[src/rtl/pow_engine_if.sv]
// rtl/pow_engine_if.sv - start/operand/result bundle between the exponent front end and pow_engine
interface pow_engine_if #(
    parameter int WIDTH = 32
);
    logic             enable;
    logic [WIDTH-1:0] x;
    logic [WIDTH-1:0] a;
    logic [WIDTH-1:0] p;
    logic             ready;

    modport master (output enable, output x, output a, input p, input ready);
    modport slave  (input enable, input x, input a, output p, output ready);
endinterface

[src/rtl/pow_engine.sv]
// rtl/pow_engine.sv - x^a mod 2^WIDTH by right-to-left square-and-multiply
// Optional macro POW_EARLY_EXIT_EN: stop once the remaining exponent is zero.
module pow_engine #(
    parameter int WIDTH = 32
) (
    input  logic         clk,
    input  logic         rst,
    pow_engine_if.slave  bus
);
    localparam int CW = $clog2(WIDTH) + 1;
    localparam logic [CW-1:0] LAST_CNT = CW'(WIDTH - 1);

    localparam logic [0:0] S_IDLE = 1'b0;
    localparam logic [0:0] S_RUN  = 1'b1;

    logic [0:0]       r_state;
    logic [WIDTH-1:0] r_base;
    logic [WIDTH-1:0] r_acc;
    logic [WIDTH-1:0] r_e;
    logic [WIDTH-1:0] r_p;
    logic [CW-1:0]    r_cnt;
    logic             r_ready;

    logic [WIDTH-1:0] w_acc_next;
    logic [WIDTH-1:0] w_base_next;
    logic [WIDTH-1:0] w_e_next;
    logic             w_last;

    // Both products use pre-update values; only the low WIDTH bits are kept.
    assign w_acc_next  = r_e[0] ? r_acc * r_base : r_acc;
    assign w_base_next = r_base * r_base;
    assign w_e_next    = r_e >> 1;

`ifdef POW_EARLY_EXIT_EN
    assign w_last = (w_e_next == '0) || (r_cnt == LAST_CNT);
`else
    assign w_last = (r_cnt == LAST_CNT);
`endif

    always_ff @(posedge clk) begin
        if (rst) begin
            r_state <= S_IDLE;
            r_base  <= '0;
            r_acc   <= '0;
            r_e     <= '0;
            r_cnt   <= '0;
            r_p     <= '0;
            r_ready <= 1'b1;
        end else begin
            case (r_state)
                S_IDLE: begin
                    if (bus.enable) begin
                        r_base  <= bus.x;
                        r_e     <= bus.a;
                        r_acc   <= WIDTH'(1);
                        r_cnt   <= '0;
                        r_ready <= 1'b0;
                        r_state <= S_RUN;
                    end
                end
                S_RUN: begin
                    r_acc  <= w_acc_next;
                    r_base <= w_base_next;
                    r_e    <= w_e_next;
                    r_cnt  <= r_cnt + 1'b1;
                    if (w_last) begin
                        r_p     <= w_acc_next;
                        r_ready <= 1'b1;
                        r_state <= S_IDLE;
                    end
                end
                default: r_state <= S_IDLE;
            endcase
        end
    end

    assign bus.p     = r_p;
    assign bus.ready = r_ready;
endmodule
[src/flat_wrapper.sv]
// flat-port wrapper written by rule: the top's interface ports become plain ports
module pow_engine_flat 
#(
    parameter int WIDTH = 32
)
  (clk, rst, bus_enable, bus_x, bus_a, bus_p, bus_ready);
  pow_engine_if #(.WIDTH(WIDTH)) bus_i ();
  input  logic clk;
  input  logic rst;
  input wire logic [$bits(bus_i.enable)-1:0] bus_enable;
  input wire logic [$bits(bus_i.x)-1:0] bus_x;
  input wire logic [$bits(bus_i.a)-1:0] bus_a;
  output wire logic [$bits(bus_i.p)-1:0] bus_p;
  output wire logic [$bits(bus_i.ready)-1:0] bus_ready;
  assign bus_i.enable = bus_enable;
  assign bus_i.x = bus_x;
  assign bus_i.a = bus_a;
  assign bus_p = bus_i.p;
  assign bus_ready = bus_i.ready;
  pow_engine #(.WIDTH(WIDTH)) u_core (.clk(clk), .rst(rst), .bus(bus_i));
endmodule
[config.mk]
export PLATFORM = sky130hd
export DESIGN_NAME = pow_engine_flat
export DESIGN_NICKNAME = d
export VERILOG_FILES = /design/src/rtl/pow_engine_if.sv /design/src/rtl/pow_engine.sv /design/src/flat_wrapper.sv
export SDC_FILE = /design/constraint.sdc
export NUM_CORES = 2
export LEC_CHECK = 0
export ABC_AREA = 1
export CORE_UTILIZATION = 25
export DETAILED_ROUTE_END_ITERATION = 12
export PLACE_DENSITY = 0.46
export SYNTH_ARGS = -nofsm -noshare
export SYNTH_HDL_FRONTEND = slang
export SYNTH_SLANG_ARGS = --single-unit
[constraint.sdc]
create_clock -name clk -period 7.2 [get_ports clk]
set_input_delay 1.44 -clock clk [delete_from_list [all_inputs] [get_ports clk]]
set_output_delay 1.44 -clock clk [all_outputs]
set_load 0.01 [all_outputs]
Word level (Yosys, flattened, before mapping):

Cells that the tools add are included.
Widths: inputs -> output; s select.

* $add $sub $neg: 1
* multipliers: 2
* divide/modulo/power cells: 0
* magnitude comparators: 0
* equal/unequal tests: 3
* shift operators: 0
* muxes and demuxes: 15
* bitwise gates (word level): 1
* reduce and logical (&&, ||, !) cells: 2

Operators by type and width (count)
* $pmux 32 s2: 3
* $mux 32: 4
* $mul 32x32->32: 2
* $pmux 6 s2: 1
* $add 6x1->6 const B: 1
* $eq 6x5->1 const B: 1
* $mux 6: 1
* $mux 1: 4
* $ne 2x2->1 const B: 2
* $pmux 1 s2: 2
* $reduce_and 2->1: 2
* $not 1->1: 1

* bits in registers: 136
* bits in latches: 0
* RAM bits: 0
* memory bits (read-only): 0
* bits of input ports: 67
* output and inout port bits: 33
* word-level logic and storage cells: 31
* memories kept: 0

Depth between registers and ports, before layout:

* word-level depth: 3
* gate-level depth with buffers: 34
* gate-level depth less buffers: 32

Worst setup path after synthesis:

OpenSTA, ideal clock, no wires.

* path type: reg-to-reg
* start point: reg u_core.r_base[2]
* end point: reg u_core.r_base[29]
* setup time: 0.132 ns
* arrival: 6.690 ns
* data required time: 7.068 ns
* path slack: 0.378 ns
* cell stages (with the launch flop): 30
* buffers on the path: 2
* clock period less this slack: 6.822 ns
* cell sequence: dfxtp_1 -> clkbuf_1 -> buf_1 -> nand2_1 -> fa_1 -> inv_1 -> fa_1 -> inv_1 -> fa_1 -> fa_1 -> inv_1 -> fa_1 -> inv_1 -> fa_1 -> inv_1 -> fa_1 -> fa_1 -> ha_1 -> nand2_1 -> nor2_1 -> and3_1 -> nand4_1 -> nand3_1 -> nand2_1 -> o211ai_1 -> a21oi_1 -> o21ai_0 -> nand2_1 -> nand3_1 -> a21oi_1

* longest elaborated chain between the ends: 2

Ends and longest elaborated chain
* start, declared: RTL line pow_engine.sv:17 `logic [WIDTH-1:0] r_base;`
* start signal, assigned: RTL line pow_engine.sv:53 `r_base <= bus.x;`
* start signal, assigned: RTL line pow_engine.sv:63 `r_base <= w_base_next;`
* $mul 32x32->32: RTL line pow_engine.sv:31 `assign w_base_next = r_base * r_base;`
* $pmux 32 s2: RTL line pow_engine.sv:50 `case (r_state)`

No other way between the ends.
A chain may end at the register's enable or synchronous reset.

Worst setup path in the final report:

* start point: reg u_core.r_base[2]
* end point: reg u_core.r_p[24] (netlist: u_core.bus.p[24])

* longest elaborated chain between the ends: 2

Ends and longest elaborated chain
* $mul 32x32->32: RTL line pow_engine.sv:30 `assign w_acc_next = r_e[0] ? r_acc * r_base : r_acc;`
* $mux 32: RTL line pow_engine.sv:30
* end signal, assigned: RTL line pow_engine.sv:67 `r_p <= w_acc_next;`
* end, declared: RTL line pow_engine.sv:20 `logic [WIDTH-1:0] r_p;`

No other way between the ends.

==> results.toml <==
[placed_design]
place_inst = 6709
port_buffers = 99
place_area_um2 = 40300
dp_hpwl_um = 93400
place_congestion = 0.846

[floorplan]
rows = 139
die_y_um = 383
start_util_pct = 25.2
io_pins = 100
die_w_um = 383
design.core.area_um2 = 144000
dieArea_um2 = 146000

[pwr]
p_comb_share_pct = 57.7
powerDensity_nw_per_um2 = 109
switchingPower_mw = 2.10
p_int_mw = 2.42
ir_worst_vdd_uv = 217
swShare_pct = 46.5
seqPwrFrac_pct = 19.9
p_leak_nw = 24.1
power.clock.fraction_pct = 22.4

[timing]
drv_slew = 0
finalCritPeriodShare_pct = 96.7
clock_skew_ns = 0.0273
fmax_mhz = 144
hold_viol_final = 0
fin_crit_ns = 6.96
relSlewSlack_pct = 30.3
worstMarginPinSlew_ns = 1.04
setup_violations = 0

[critical_path]
criticalPathCategory = "flop to flop"
cp.arrival_ns = 7.40
path_max_fanout = 31
timing.rr.start = "u_core.r_base[2]"
crit_chain = "buf_12 -> nand2_1 -> inv_1 -> fa_1 -> inv_1 -> fa_1 -> fa_1 -> fa_1 -> inv_1 -> fa_1 -> fa_1 -> fa_1 -> fa_1 -> ha_1 -> a21oi_1 -> o21ai_0 -> nor2_2 -> nand3_2 -> a31o_2 -> nand2_1 -> inv_1 -> o21ai_1 -> o21ai_0 -> o21ai_1"
crit_start = "u_core.r_base[2]"
cp.required_ns = 7.64
cp_slowest_cell = "fa_1"
cpMostUsedCell = "fa_1"
reg2reg_to = "u_core.bus.p[24]"
reg2regPathDepth = 24
cp-start-kind = "flop"
cpPeakStageDelay_ns = 0.57
endpoint = "u_core.bus.p[24]"
end_kind = "flop"
r2r_slack_ns = 0.24

[synthesis]
netlist.top_cell.by_area = "fa_1"
synth_top_cell_area_share_pct = 42.8
synth_edf_count = 0
ys_async_sr_fraction_pct = 0
synth_area_per_cell_um2 = 7.60
ys.flop_type = "dfxtp_1"
yosysUniqueCellTypes = 52
syn_nets = 5855
ys_seq_area_share_pct = 7.52
syn_area_um2 = 36200
syn_inst = 4766
yosys-top-cells-area = "fa_1 43%, inv_1 14%, nand2_1 14%, ha_1 8.5%, dfxtp_1 7.5%"
yosysWarnings = 0
ys_ff_latch = 136

[detailed_routing]
drtPass1Iterations = 5
drtIter0Drc = 1657
drt-vias-per-instance = 4.24
drt-wirelength-per-cell_um = 17.3
drtAntennaViolNets = 0
routed_wl_um = 117000
drc = 0
vias = 28600

[final_layout]
antenna_cells = 0
mostFrequentLayoutCell = "inv_1"
drive_gt1_share_pct = 5.92
finalInstanceArea_um2 = 41300
stdcell_count = 6750
layout_common_cells = "1395 x inv_1, 1349 x nand2_1, 775 x fa_1, 240 x ha_1, 140 x buf_4"
nets = 5923
final_util_pct = 28.8
synthToLayoutAreaGrowth_pct = 14.1

[clocking]
cts_tree = "done"
insertion_delay_ns = 0.52
ctsHtreeMaxLevel = 4
cts.path.max_buffers = 2
clock_sinks = 136
clk_pin_slew_ns = 0.07
cts-root-buf = "clkbuf_16"
cts_made_buffers = 17

[global_routing]
grt_max_degree = 67
grt_use_total_pct = 16.3
grt_pass1_wl_um = 183000
grt_overflow = 0
grt_pass1_vias = 31200
antenna_found_initial = 3

[flow_run]
cap_violations = 0

[worst_hold_path]
hp-class = "flop to flop"

[status]
status = "finished clean"
[critical path: cells and delay by family (launching register included)]
family | cells | cell delay [ns]
compound gates | 6 | 1.21
simple gates | 4 | 0.47
buf+inv | 5 | 0.36
fa+ha+maj | 9 | 4.41
flops | 1 | 0.39
[layout make-up]
class	instances	area [µm²]
clock buffer	19	454
tap	1903	2380
sequential	136	2770
multi-input combinational	3003	27500
clock inverter	13	179
fill	15700	102000
timing repair buffer	279	2830
inverter	1397	5240
[through the flow]
stage               hold slack (ns)  power [mW]  setup slack (ns)  setup TNS (ns)
finish                        0.452        4.52             0.238               0
floorplan                     0.445        2.48             0.378               0
global route                  0.475        4.92          -0.00245        -0.00245
detailed placement            0.444        3.46           -0.0590         -0.0590
CTS                           0.457        4.52            0.0595               0
global placement              0.445        3.46           -0.0575         -0.0575
[logic make-up (layout without fill, tap and decap cells)]
kind of cell	Yosys count	in the layout	share of synthesized area (%)
AOI/OAI and AO/OA	311	311	4.96
adders and majority gates	1022	1022	51.4
buffers and inverters	1627	1708	17.0
and+or+nand+nor	1611	1611	17.7
xor gates and xnor gates	59	59	1.45
DFF	136	136	7.52
[Yosys cell counts (6+ instances only)]
master / instances
nand2_1: 1349
nand4_1: 14
buf_1: 56
o21bai_1: 9
clkbuf_1: 142
a31oi_1: 28
dfxtp_1: 136
nand3_1: 122
nor2_1: 58
fa_1: 775
buf_2: 27
a22o_1: 6
a22oi_1: 13
inv_1: 1395
nor3_1: 10
or2_1: 13
o21ai_1: 18
a21oi_1: 112
xnor2_1: 29
ha_1: 247
or2_2: 15
nand3b_1: 15
o211ai_1: 13
a21o_1: 9
xor2_1: 29
o21ai_0: 82
[state kept, by name, summed over array words and instances (netlist names)]
signal	cells
u_core.bus.ready	1
u_core.r_state	1
u_core.r_base	32
u_core.bus.p	32
u_core.r_cnt	6
u_core.r_acc	32
u_core.r_e	32
[power groups by stage]
| stage | combinational, mW | sequential, mW | clock (mW) |
|---|---|---|---|
| 4_1_cts | 2.57 | 0.896 | 1.06 |
| 3_3_place_gp | 2.54 | 0.912 | 0 |
| 2_1_floorplan | 1.63 | 0.845 | 0 |
| 5_1_grt | 2.95 | 0.906 | 1.06 |
| 6_report | 2.61 | 0.899 | 1.01 |
| 3_5_place_dp | 2.54 | 0.912 | 0 |
[worst min path at each step]
stage | start | endpoint | slack [ns] | cells after the start
final | u_core.bus.p[31] | u_core.bus.p[31] | 0.45 | 2
after global routing | u_core.bus.p[31] | u_core.bus.p[31] | 0.47 | 2
after CTS | u_core.bus.p[31] | u_core.bus.p[31] | 0.46 | 2
after detailed placement | u_core.bus.p[31] | u_core.bus.p[31] | 0.44 | 2
after global placement | u_core.bus.p[15] | u_core.bus.p[15] | 0.45 | 2
after floorplan | u_core.r_e[31] | u_core.r_e[31] | 0.45 | 2
[routing by layer]
layer | track usage, % | vias to the layer above | wire, µm
met1 | 22.2 | 14200 | 53400
met5 | 0 | - | 13
met4 | 4.24 | 2 | 2780
met2 | 27.0 | 605 | 55400
li1 | - | 13700 | -
met3 | 2.20 | 112 | 5480
[timing repair]
| action | CTS | global route |
|---|---|---|
| hold endpoints to repair | 0 | 0 |
| setup endpoints to repair | 4 | 23 |
| buffers inserted | 0 | 3 |
| cloned | 0 | 6 |
| resized for setup | 3 | 41 |
| hold buffers | 0 | 0 |
No activity file was read; power rests on OpenSTA's default activity.
